<file path="config.mk">
export PLATFORM = sky130hd
export DESIGN_NAME = alu_exec_unit
export DESIGN_NICKNAME = d
export VERILOG_FILES = /design/src/rtl/alu_exec_unit_pkg.sv /design/src/rtl/alu_exec_unit_branch_eval.sv /design/src/rtl/alu_exec_unit.sv
export SDC_FILE = /design/constraint.sdc
export NUM_CORES = 1
export LEC_CHECK = 0
export CORE_MARGIN = 2
export CORE_UTILIZATION = 60
export CTS_CLUSTER_DIAMETER = 50
export DETAILED_ROUTE_END_ITERATION = 8
export GPL_TIMING_DRIVEN = 0
export PLACE_DENSITY = 0.93
export RECOVER_POWER = 100
export SYNTH_ARGS = -nofsm -noshare
export SYNTH_HDL_FRONTEND = slang
export SYNTH_SLANG_ARGS = --single-unit
</file>
<file path="constraint.sdc">
create_clock -name i_clk -period 6.3 [get_ports i_clk]
set_clock_uncertainty 0.05 [all_clocks]
set_input_delay 1.26 -clock i_clk [delete_from_list [all_inputs] [get_ports i_clk]]
set_output_delay 1.26 -clock i_clk [all_outputs]
set_load 0.01 [all_outputs]
</file>
<file path="src/rtl/alu_exec_unit_pkg.sv">
// -----------------------------------------------------------------------------
// alu_exec_unit_pkg
// Shared constants for the execute-stage back end:
//   - ALU_CTL codes produced by the ALU control decoder, including the two
//     shift codes on the otherwise unused 3-bit encodings
//   - FSM state encoding of the execute unit
//   - conditional-branch funct3 encodings
//   - is_shift_code(): true for the shift ALU_CTL codes
// Optional feature macro: ALU_EXEC_SHIFT_EN. The shift codes are always
// defined here; when the macro is undefined the execute unit treats them as
// undefined codes.
// -----------------------------------------------------------------------------
package alu_exec_unit_pkg;

    localparam logic [2:0] ALU_CTL_ADD      = 3'b000;
    localparam logic [2:0] ALU_CTL_SUB      = 3'b001;
    localparam logic [2:0] ALU_CTL_LESS_SIG = 3'b010;
    localparam logic [2:0] ALU_CTL_LESS_UNS = 3'b011;
    localparam logic [2:0] ALU_CTL_OR       = 3'b100;
    localparam logic [2:0] ALU_CTL_AND      = 3'b101;
    localparam logic [2:0] ALU_CTL_SLL      = 3'b110;
    localparam logic [2:0] ALU_CTL_SRL      = 3'b111;

    localparam logic [2:0] F3_BEQ  = 3'b000;
    localparam logic [2:0] F3_BNE  = 3'b001;
    localparam logic [2:0] F3_BLT  = 3'b100;
    localparam logic [2:0] F3_BGE  = 3'b101;
    localparam logic [2:0] F3_BLTU = 3'b110;
    localparam logic [2:0] F3_BGEU = 3'b111;

    typedef enum logic [1:0] {
        IDLE  = 2'd0,
        SHIFT = 2'd1,
        HOLD  = 2'd2
    } state_t;

    function automatic logic is_shift_code(input logic [2:0] ctl);
        return (ctl == ALU_CTL_SLL) || (ctl == ALU_CTL_SRL);
    endfunction

endpackage

</file>
<file path="src/rtl/alu_exec_unit_branch_eval.sv">
// -----------------------------------------------------------------------------
// alu_exec_branch_eval
// Combinational branch decision from the branch funct3 and the ALU result of
// the compare. Kept separate so a branch predictor checker can reuse it.
// Ports:
//   f3      in  3      branch funct3
//   result  in  WIDTH  ALU result of the compare operation
//   taken   out 1      branch decision (caller gates it with is_branch)
// -----------------------------------------------------------------------------
module alu_exec_branch_eval
    import alu_exec_unit_pkg::*;
#(
    parameter int WIDTH = 32
) (
    input  logic [2:0]       f3,
    input  logic [WIDTH-1:0] result,
    output logic             taken
);

    logic is_zero;

    assign is_zero = (result == '0);

    // beq/bne look at the whole result; the less-than variants rely on the
    // SLT-style compare leaving its answer in bit 0.
    always_comb begin
        taken = 1'b0;
        case (f3)
            F3_BEQ:           taken = is_zero;
            F3_BNE:           taken = !is_zero;
            F3_BLT, F3_BLTU:  taken = result[0];
            F3_BGE, F3_BGEU:  taken = !result[0];
            default:          taken = 1'b0;
        endcase
    end

endmodule

</file>
<file path="src/rtl/alu_exec_unit.sv">
// -----------------------------------------------------------------------------
// alu_exec_unit
// Execute-stage back end between ID/EX and EX/MEM. Takes the ALU_CTL code,
// computes a registered result, zero flag and branch decision, and hands them
// to the consumer through a valid/ready handshake. Single-cycle ops complete
// in one cycle and can be accepted back to back.
//
// Optional feature macro: ALU_EXEC_SHIFT_EN
//   defined   : SLL/SRL run on an iterative one-bit-per-cycle shifter
//               (latency max(1, shamt), o_busy high while shifting)
//   undefined : shifter not built, SLL/SRL give result 0 in one cycle
//
// Ports:
//   i_clk           in  1      clock
//   i_rst           in  1      synchronous active-high reset
//   i_valid         in  1      operation offered
//   o_ready         out 1      unit can accept an operation this cycle
//   i_alu_ctl       in  3      ALU_CTL code
//   i_op_a          in  WIDTH  operand A
//   i_op_b          in  WIDTH  operand B (shift amount in low SHAMT_W bits)
//   i_is_branch     in  1      op is a conditional branch compare
//   i_f3            in  3      branch funct3
//   o_valid         out 1      result held for the consumer
//   i_ready         in  1      consumer takes the result
//   o_result        out WIDTH  registered result
//   o_zero          out 1      o_result == 0
//   o_branch_taken  out 1      branch decision, 0 when not a branch
//   o_busy          out 1      iterative op in progress
// -----------------------------------------------------------------------------
module alu_exec_unit
    import alu_exec_unit_pkg::*;
#(
    parameter int WIDTH   = 32,
    parameter int SHAMT_W = $clog2(WIDTH)
) (
    input  logic             i_clk,
    input  logic             i_rst,
    input  logic             i_valid,
    output logic             o_ready,
    input  logic [2:0]       i_alu_ctl,
    input  logic [WIDTH-1:0] i_op_a,
    input  logic [WIDTH-1:0] i_op_b,
    input  logic             i_is_branch,
    input  logic [2:0]       i_f3,
    output logic             o_valid,
    input  logic             i_ready,
    output logic [WIDTH-1:0] o_result,
    output logic             o_zero,
    output logic             o_branch_taken,
    output logic             o_busy
);

    state_t           state;
    logic             accept;
    logic [WIDTH-1:0] alu_result;
    logic [WIDTH-1:0] eval_result;
    logic [2:0]       eval_f3;
    logic             eval_is_branch;
    logic             eval_taken;
    logic             taken_next;

    // HOLD can take a new op in the same cycle the consumer drains the
    // current one, which gives one op per cycle for single-cycle codes.
    assign o_ready = (state == IDLE) || ((state == HOLD) && i_ready);
    assign accept  = i_valid && o_ready;

    // Single-cycle datapath. A shift that reaches this result has shamt == 0,
    // so it simply passes operand A through.
    always_comb begin
        alu_result = '0;
        case (i_alu_ctl)
            ALU_CTL_ADD:      alu_result = i_op_a + i_op_b;
            ALU_CTL_SUB:      alu_result = i_op_a - i_op_b;
            ALU_CTL_LESS_SIG: alu_result = {{(WIDTH-1){1'b0}}, ($signed(i_op_a) < $signed(i_op_b))};
            ALU_CTL_LESS_UNS: alu_result = {{(WIDTH-1){1'b0}}, (i_op_a < i_op_b)};
            ALU_CTL_OR:       alu_result = i_op_a | i_op_b;
            ALU_CTL_AND:      alu_result = i_op_a & i_op_b;
`ifdef ALU_EXEC_SHIFT_EN
            ALU_CTL_SLL,
            ALU_CTL_SRL:      alu_result = i_op_a;
`endif
            default:          alu_result = '0;
        endcase
    end

`ifdef ALU_EXEC_SHIFT_EN
    localparam logic [SHAMT_W-1:0] CNT_ONE = SHAMT_W'(1);

    logic [WIDTH-1:0]   shift_reg;
    logic [WIDTH-1:0]   shift_step;
    logic [SHAMT_W-1:0] cnt;
    logic [SHAMT_W-1:0] shamt;
    logic               shift_left;
    logic               pend_branch;
    logic [2:0]         pend_f3;
    logic               start_shift;
    logic               busy_q;

    assign shamt       = i_op_b[SHAMT_W-1:0];
    assign start_shift = accept && is_shift_code(i_alu_ctl) && (shamt != '0);
    assign shift_step  = shift_left ? (shift_reg << 1) : (shift_reg >> 1);
    assign o_busy      = busy_q;

    // On the last shift cycle the branch decision must see the final shifted
    // value and the branch info captured at acceptance, not the live inputs.
    always_comb begin
        eval_result    = alu_result;
        eval_f3        = i_f3;
        eval_is_branch = i_is_branch;
        if (state == SHIFT) begin
            eval_result    = shift_step;
            eval_f3        = pend_f3;
            eval_is_branch = pend_branch;
        end
    end
`else
    assign o_busy         = 1'b0;
    assign eval_result    = alu_result;
    assign eval_f3        = i_f3;
    assign eval_is_branch = i_is_branch;
`endif

    alu_exec_branch_eval #(
        .WIDTH (WIDTH)
    ) u_branch_eval (
        .f3     (eval_f3),
        .result (eval_result),
        .taken  (eval_taken)
    );

    assign taken_next = eval_is_branch && eval_taken;

    // Control FSM with registered outputs. o_valid is high exactly in HOLD;
    // the output registers are only written when entering HOLD, so they stay
    // stable while the consumer stalls.
    always_ff @(posedge i_clk) begin
        if (i_rst) begin
            state          <= IDLE;
            o_valid        <= 1'b0;
            o_result       <= '0;
            o_zero         <= 1'b0;
            o_branch_taken <= 1'b0;
`ifdef ALU_EXEC_SHIFT_EN
            busy_q         <= 1'b0;
            cnt            <= '0;
            shift_reg      <= '0;
            shift_left     <= 1'b0;
            pend_branch    <= 1'b0;
            pend_f3        <= '0;
`endif
        end
`ifdef ALU_EXEC_SHIFT_EN
        else if (state == SHIFT) begin
            shift_reg <= shift_step;
            cnt       <= cnt - CNT_ONE;
            if (cnt == CNT_ONE) begin
                state          <= HOLD;
                busy_q         <= 1'b0;
                o_valid        <= 1'b1;
                o_result       <= shift_step;
                o_zero         <= (shift_step == '0);
                o_branch_taken <= taken_next;
            end
        end
        else if (start_shift) begin
            state       <= SHIFT;
            busy_q      <= 1'b1;
            o_valid     <= 1'b0;
            shift_reg   <= i_op_a;
            cnt         <= shamt;
            shift_left  <= (i_alu_ctl == ALU_CTL_SLL);
            pend_branch <= i_is_branch;
            pend_f3     <= i_f3;
        end
`endif
        else if (accept) begin
            state          <= HOLD;
            o_valid        <= 1'b1;
            o_result       <= alu_result;
            o_zero         <= (alu_result == '0);
            o_branch_taken <= taken_next;
        end
        else if ((state == HOLD) && i_ready) begin
            state   <= IDLE;
            o_valid <= 1'b0;
        end
    end

endmodule

</file>
# ---- Word level (Yosys, flattened, before mapping)
# Index checks and enable logic that the tools add are counted.
dict set report word_totals {
  ff_bits 36
  elab_cells 40
}
dict set report classes {
  addsub 2
  n_lt_le_gt_ge 2
  n_eq_ne 10
  muxes 6
  bitwise 2
  reduce_logical 13
}
# operator count
set ops {}
lappend ops {{$pmux W32 S6} 1}
lappend ops {{$lt A32 B32 Y1} 2}
lappend ops {{$add A32 B32 Y32} 1}
lappend ops {{$and A32 B32 Y32} 1}
lappend ops {{$logic_not A32 Y1} 1}
lappend ops {{$or A32 B32 Y32} 1}
lappend ops {{$sub A32 B32 Y32} 1}
lappend ops {{$eq A3 B3 Y1 const B} 6}
lappend ops {{$eq A3 B1 Y1 const B} 2}
lappend ops {{$eq A3 B2 Y1 const B} 2}
lappend ops {{$logic_not A3 Y1} 2}
lappend ops {{$mux W2} 2}
lappend ops {{$pmux W1 S4} 1}
lappend ops {{$reduce_or A2 Y1} 2}
lappend ops {{$logic_and A1 B1 Y1} 3}
lappend ops {{$logic_not A1 Y1} 2}
lappend ops {{$logic_not A2 Y1} 1}
lappend ops {{$mux W1} 2}
lappend ops {{$reduce_bool A2 Y1} 1}
lappend ops {{$logic_or A1 B1 Y1} 1}

# ---- Logic depth before layout (Yosys ltp)
# Gate-level depths: netlist of the first run.
dict set report depth {
  depth_word 6
  ltp_mapped 14
  mapped_depth_nobuf 14
}

# ---- Hierarchy
# A second synthesis of the first run with hierarchy kept.
dict set report unflattened {
  hier_cells 910
  area_unflattened_um2 6362.4
}
# mod n_inst cells_each area_per_inst_um2 seq_area_each_um2
set by_module_without_submodules {}
lappend by_module_without_submodules {alu_exec_unit 1 894 6238.5 700.7}
lappend by_module_without_submodules {alu_exec_branch_eval 1 16 123.9 0.0}

# ---- Worst setup path before layout of the first run
# OpenSTA, ideal clock, no wires.
dict set report synth_timing {
  kind {input -> register}
  start {input i_op_a[0]}
  end {register o_branch_taken}
  t_arrival_ps 4155
  t_required_ps 6159
  path_slack_ps 2004
  cell_stages 14
  n_path_buf 0
  cell_sequence {inv_1 ha_1 fa_1 o21bai_1 a211oi_1 or3_1 a32oi_1 nand3_1 or4b_1 nor4_2 nand4_1 nor3_2 nand4_1 a311oi_1}
}
dict set report synth_between {
  elab_chain_len 6
}
# element line_no
set synth_rtl {}
lappend synth_rtl {{start, declared} alu_exec_unit.sv:41} ;# input logic [WIDTH-1:0] i_op_a,
lappend synth_rtl {{$sub A32 B32 Y32, or another cell as far along} alu_exec_unit.sv:73} ;# ALU_CTL_SUB: alu_result = i_op_a - i_op_b;
lappend synth_rtl {{$pmux W32 S6 (*)} alu_exec_unit.sv:71} ;# case (i_alu_ctl)
lappend synth_rtl {{$logic_not A32 Y1} alu_exec_unit_branch_eval.sv:22} ;# assign is_zero = (result == '0);
lappend synth_rtl {{$logic_not A1 Y1} alu_exec_unit_branch_eval.sv:30} ;# F3_BNE: taken = !is_zero;
lappend synth_rtl {{$pmux W1 S4 (*)} alu_exec_unit_branch_eval.sv:28} ;# case (f3)
lappend synth_rtl {{$logic_and A1 B1 Y1 (*)} alu_exec_unit.sv:131} ;# assign taken_next = eval_is_branch && eval_taken;
lappend synth_rtl {{end signal, assigned} alu_exec_unit.sv:181} ;# o_branch_taken <= taken_next;
lappend synth_rtl {{end, declared} alu_exec_unit.sv:49} ;# output logic o_branch_taken,
# Mark *: on every way between the ends. The rest lies on a longest branch, timed or not.
# A chain may end at the register's enable or synchronous reset.

# ---- Worst setup path in the final report of the first run
dict set report layout_timing {
  start {input i_op_b[0]}
  end {register o_branch_taken}
}
dict set report layout_between {
  elab_chain_len 6
}
# element line_no
set layout_rtl {}
lappend layout_rtl {{start, declared} alu_exec_unit.sv:42} ;# input logic [WIDTH-1:0] i_op_b,
lappend layout_rtl {{$sub A32 B32 Y32, or another cell as far along} alu_exec_unit.sv:73}
lappend layout_rtl {{$pmux W32 S6 (*)} alu_exec_unit.sv:71}
lappend layout_rtl {{$logic_not A32 Y1} alu_exec_unit_branch_eval.sv:22}
lappend layout_rtl {{$logic_not A1 Y1} alu_exec_unit_branch_eval.sv:30}
lappend layout_rtl {{$pmux W1 S4 (*)} alu_exec_unit_branch_eval.sv:28}
lappend layout_rtl {{$logic_and A1 B1 Y1 (*)} alu_exec_unit.sv:131}
# Marked as above.

==> results of run 1 <==
==> worst register-to-register path: stages, from the launching register on <==
cell and delay (ns):
dfxtp_1 0.30, nand2b_1 0.12, and2_1 0.14, clkbuf_1 0.40, clkbuf_1 0.48, nor2_1 0.13, a211oi_1 0.24
==> cells by family (layout without fill, tap and decap cells) <==
logic type	Yosys count	after routing	share of synthesized area (%)
simple gates	359	359	25.3
compound gates	345	345	33.5
buf+inv	161	278	9.08
fa+ha+maj	100	100	18.1
flops	35	35	10.0
mux	17	17	2.67
xor+xnor	10	10	1.25
other cells	1	1	0.0537
==> through the flow <==
stage	cells	power, uW	hold slack [ns]	setup slack (ns)	utilization, %
after global routing	1288	1230	0.430	0.289	73.8
final	1288	1170	0.408	0.586	73.8
after detailed placement	1280	915	0.401	0.586	72.6
after floorplan	1028	678	0.431	2.00	-
after CTS	1288	1150	0.415	0.791	73.9
after global placement	1280	907	0.394	0.622	72.6
==> final cells by class <==
class	instances	area (um2)	area share, %
inverter	103	387	4.61
clock inverter	2	12.5	0.149
tap	143	179	2.13
multi-input combinational	832	5640	67.3
sequential	35	701	8.35
clock buffer	6	129	1.54
buffer	58	246	2.94
timing repair buffer	109	1090	13.0
==> sequential cells by signal (all words and copies together), names as in the netlist <==
name,flops
o_result,32
o_branch_taken,1
o_valid,1
o_zero,1
==> per-layer routing <==
layer  up-vias  wire length (um)  track usage [%]  part of all wire [%]
met4         0              1580             19.9                   6.0
li1       3982                 -                -                     -
met2       649             11500             66.1                    44
met1      3890             10100             52.1                    38
met5         -                 0                0                     0
met3       136              3200             8.98                    12
==> worst max path at each step <==
stage	startpoint	endpoint	slack, ns	depth (start not counted)
after floorplan	i_op_a[0]	o_branch_taken	2.00	14
after global placement	i_op_a[0]	o_branch_taken	0.62	15
after detailed placement	i_op_a[13]	o_branch_taken	0.59	14
after CTS	i_op_a[13]	o_branch_taken	0.79	14
after global routing	i_op_b[0]	o_branch_taken	0.29	15
final	i_op_b[0]	o_branch_taken	0.59	15
==> power groups by stage <==
stage / sequential (uW) / combinational, uW / clock [uW]
2_1_floorplan: 259 / 419 / 0
3_3_place_gp: 253 / 655 / 0
3_5_place_dp: 254 / 661 / 0
4_1_cts: 250 / 666 / 234
5_1_grt: 251 / 734 / 245
6_report: 249 / 685 / 236
==> layout by cell type (no fill, tap or decap), types with 6 or more instances in the layout <==
| cell | count |
|---|---|
| a211oi_1 | 36 |
| a21o_1 | 15 |
| a21oi_1 | 81 |
| a22oi_1 | 6 |
| a311oi_1 | 6 |
| a31oi_1 | 13 |
| buf_2 | 20 |
| clkbuf_1 | 33 |
| clkdlybuf4s50_1 | 68 |
| dfxtp_1 | 35 |
| dlygate4sd3_1 | 41 |
| ha_1 | 98 |
| inv_1 | 100 |
| mux2i_1 | 13 |
| nand2_1 | 89 |
| nand2b_1 | 12 |
| nand3_1 | 23 |
| nand4_1 | 19 |
| nor2_1 | 106 |
| nor2b_1 | 12 |
| nor3_1 | 41 |
| nor4_1 | 11 |
| o211a_1 | 8 |
| o211ai_1 | 24 |
| o21a_1 | 8 |
| o21ai_0 | 62 |
| o21bai_1 | 6 |
| o31ai_1 | 20 |
| or3_1 | 7 |
| xnor2_1 | 7 |
==> results.yml, run 1 <==
floorplan:
  io_pins: 112
  floorplan.die_area_mm2: 0.0125
  rows: 39
  die_w_um: 112
  initial_core_util_pct: 61.5
  die_h_um: 112
  fp.coreArea_mm2: 0.0114
status:
  run_status: "finished, final reports clean"
sta:
  max_freq_mhz: 175
  tightest_slew_ns: 0.855
  setup_viol: 0
  layout_worst_path_cycle_share_pct: 90.7
  post-route-min-period_ns: 5.71
  final-hold-violation-count: 0
  rsz0062_at_grt: "false"
  setup_tns_ns: 0
  maxSlewHeadroom_pct: 43.0
  maxSlewViolCount: 0
power:
  powerDensity_mw_per_mm2: 139
  cell_internal_pwr_uw: 640
  p_comb_share_pct: 58.5
  max-vdd-ir-drop_uv: 226
  power.share.switching_pct: 45.3
  clkPwrFrac_pct: 20.1
  p_seq_share_pct: 21.3
  p_leak_uw: 0.00372
  switchingPower_uw: 530
critical_path:
  path_cells: "dlygate4sd3_1 -> ha_1 -> inv_1 -> fa_1 -> nand2b_1 -> a21oi_1 -> o211ai_1 -> a31oi_1 -> nor2_1 -> a41o_1 -> nor3_1 -> o2111ai_1 -> nor3_2 -> nand4_1 -> a311oi_1"
  r2r_start: "o_valid"
  cp.arrival_ns: 5.84
  reg2reg_depth: 6
  critPathMaxStageDelay_ns: 0.62
  worst-setup-path-type: "primary input to register"
  end_kind: "register"
  crit_path_start_kind: "primary input"
  cp_max_fo: 5
  slowest_stage: "dlygate4sd3_1"
  reg2reg_to: "o_result[15]"
  crit_family: "compound AO/OA/AOI/OAI gates"
  required_ns: 6.43
  cp.buffers_inverters: 2
  reg2reg_setup_slack_ns: 4.34
hold_path:
  hold_depth: 2
  min_path_type: "register to register"
  holdPathEnd: "o_zero"
  min-delay-start: "o_zero"
logic_synthesis:
  ys_types: 79
  synth.cell_area_mm2: 0.00699
  synthesis.nets: 1203
  yosysTopAreaCell: "ha_1"
  seq_area_frac_synth_pct: 10.0
  ys.flop_type: "dfxtp_1"
  postSynthCellCount: 1028
  yosys_register_bits: 35
  netlist_top_cells_area: "ha_1, dfxtp_1, a21oi_1"
  post-synth-top-count-cell: "nor2_1"
  synth_edf_count: 0
  syn_area_per_cell_um2: 6.80
  yosys_warnings: 0
  async_reset_ff_share_pct: 0
  synthTopCellsByCount: "nor2_1, inv_1, ha_1"
  synth_top_area_share_pct: 17.5
clock_network:
  cts.path.max_buffers: 2
  cts_made_buffers: 5
  cts_sinks: 35
  ctsHoldBuffers: 0
  cts-resized-gates: 0
  clkTransAtPathRegs_ns: 0.05
  h-tree-depth: 2
  post-cts-setup-buffers: 0
  clock_latency_ns: 0.28
  cts_tree: "built"
  cts_root_buffer: "clkbuf_16"
drt:
  dr.pass1.iters: 8
  vias: 8657
  wire_per_inst_um: 20.5
  drt-total-wl_um: 26400
  via_per_inst: 6.72
  drt_iter0_markers: 1196
  detail-route-antenna-nets: 0
  drcViolationCount: 0
place:
  dpl.hpwl_um: 21000
  portBuffers: 109
  routabilityCongestion: 1.05
  placed_area_mm2: 0.00826
final_layout:
  final_area_mm2: 0.00839
  fillCellCount: 906
  layout.nets: 1319
  area_growth_pct: 20.0
  drive_above_1_share_pct: 5.07
  n_antenna_cell: 0
global_routing:
  grt_usage_pct: 41.1
  grt_pass1_wl_um: 41700
  overflow: 0
  grt_pass1_vias: 8080
  grt_max_degree: 12
  antenna_found_initial: 0
run:
  maxCapViolCount: 0
(Power assumes the default switching activity.)
==> run 2, diff against run 1 <==
Settings changed: SETUP_SLACK_MARGIN set to 0.05.
==> results of run 2 <==
Final layout, timing and power as in run 1 (identical DEF).
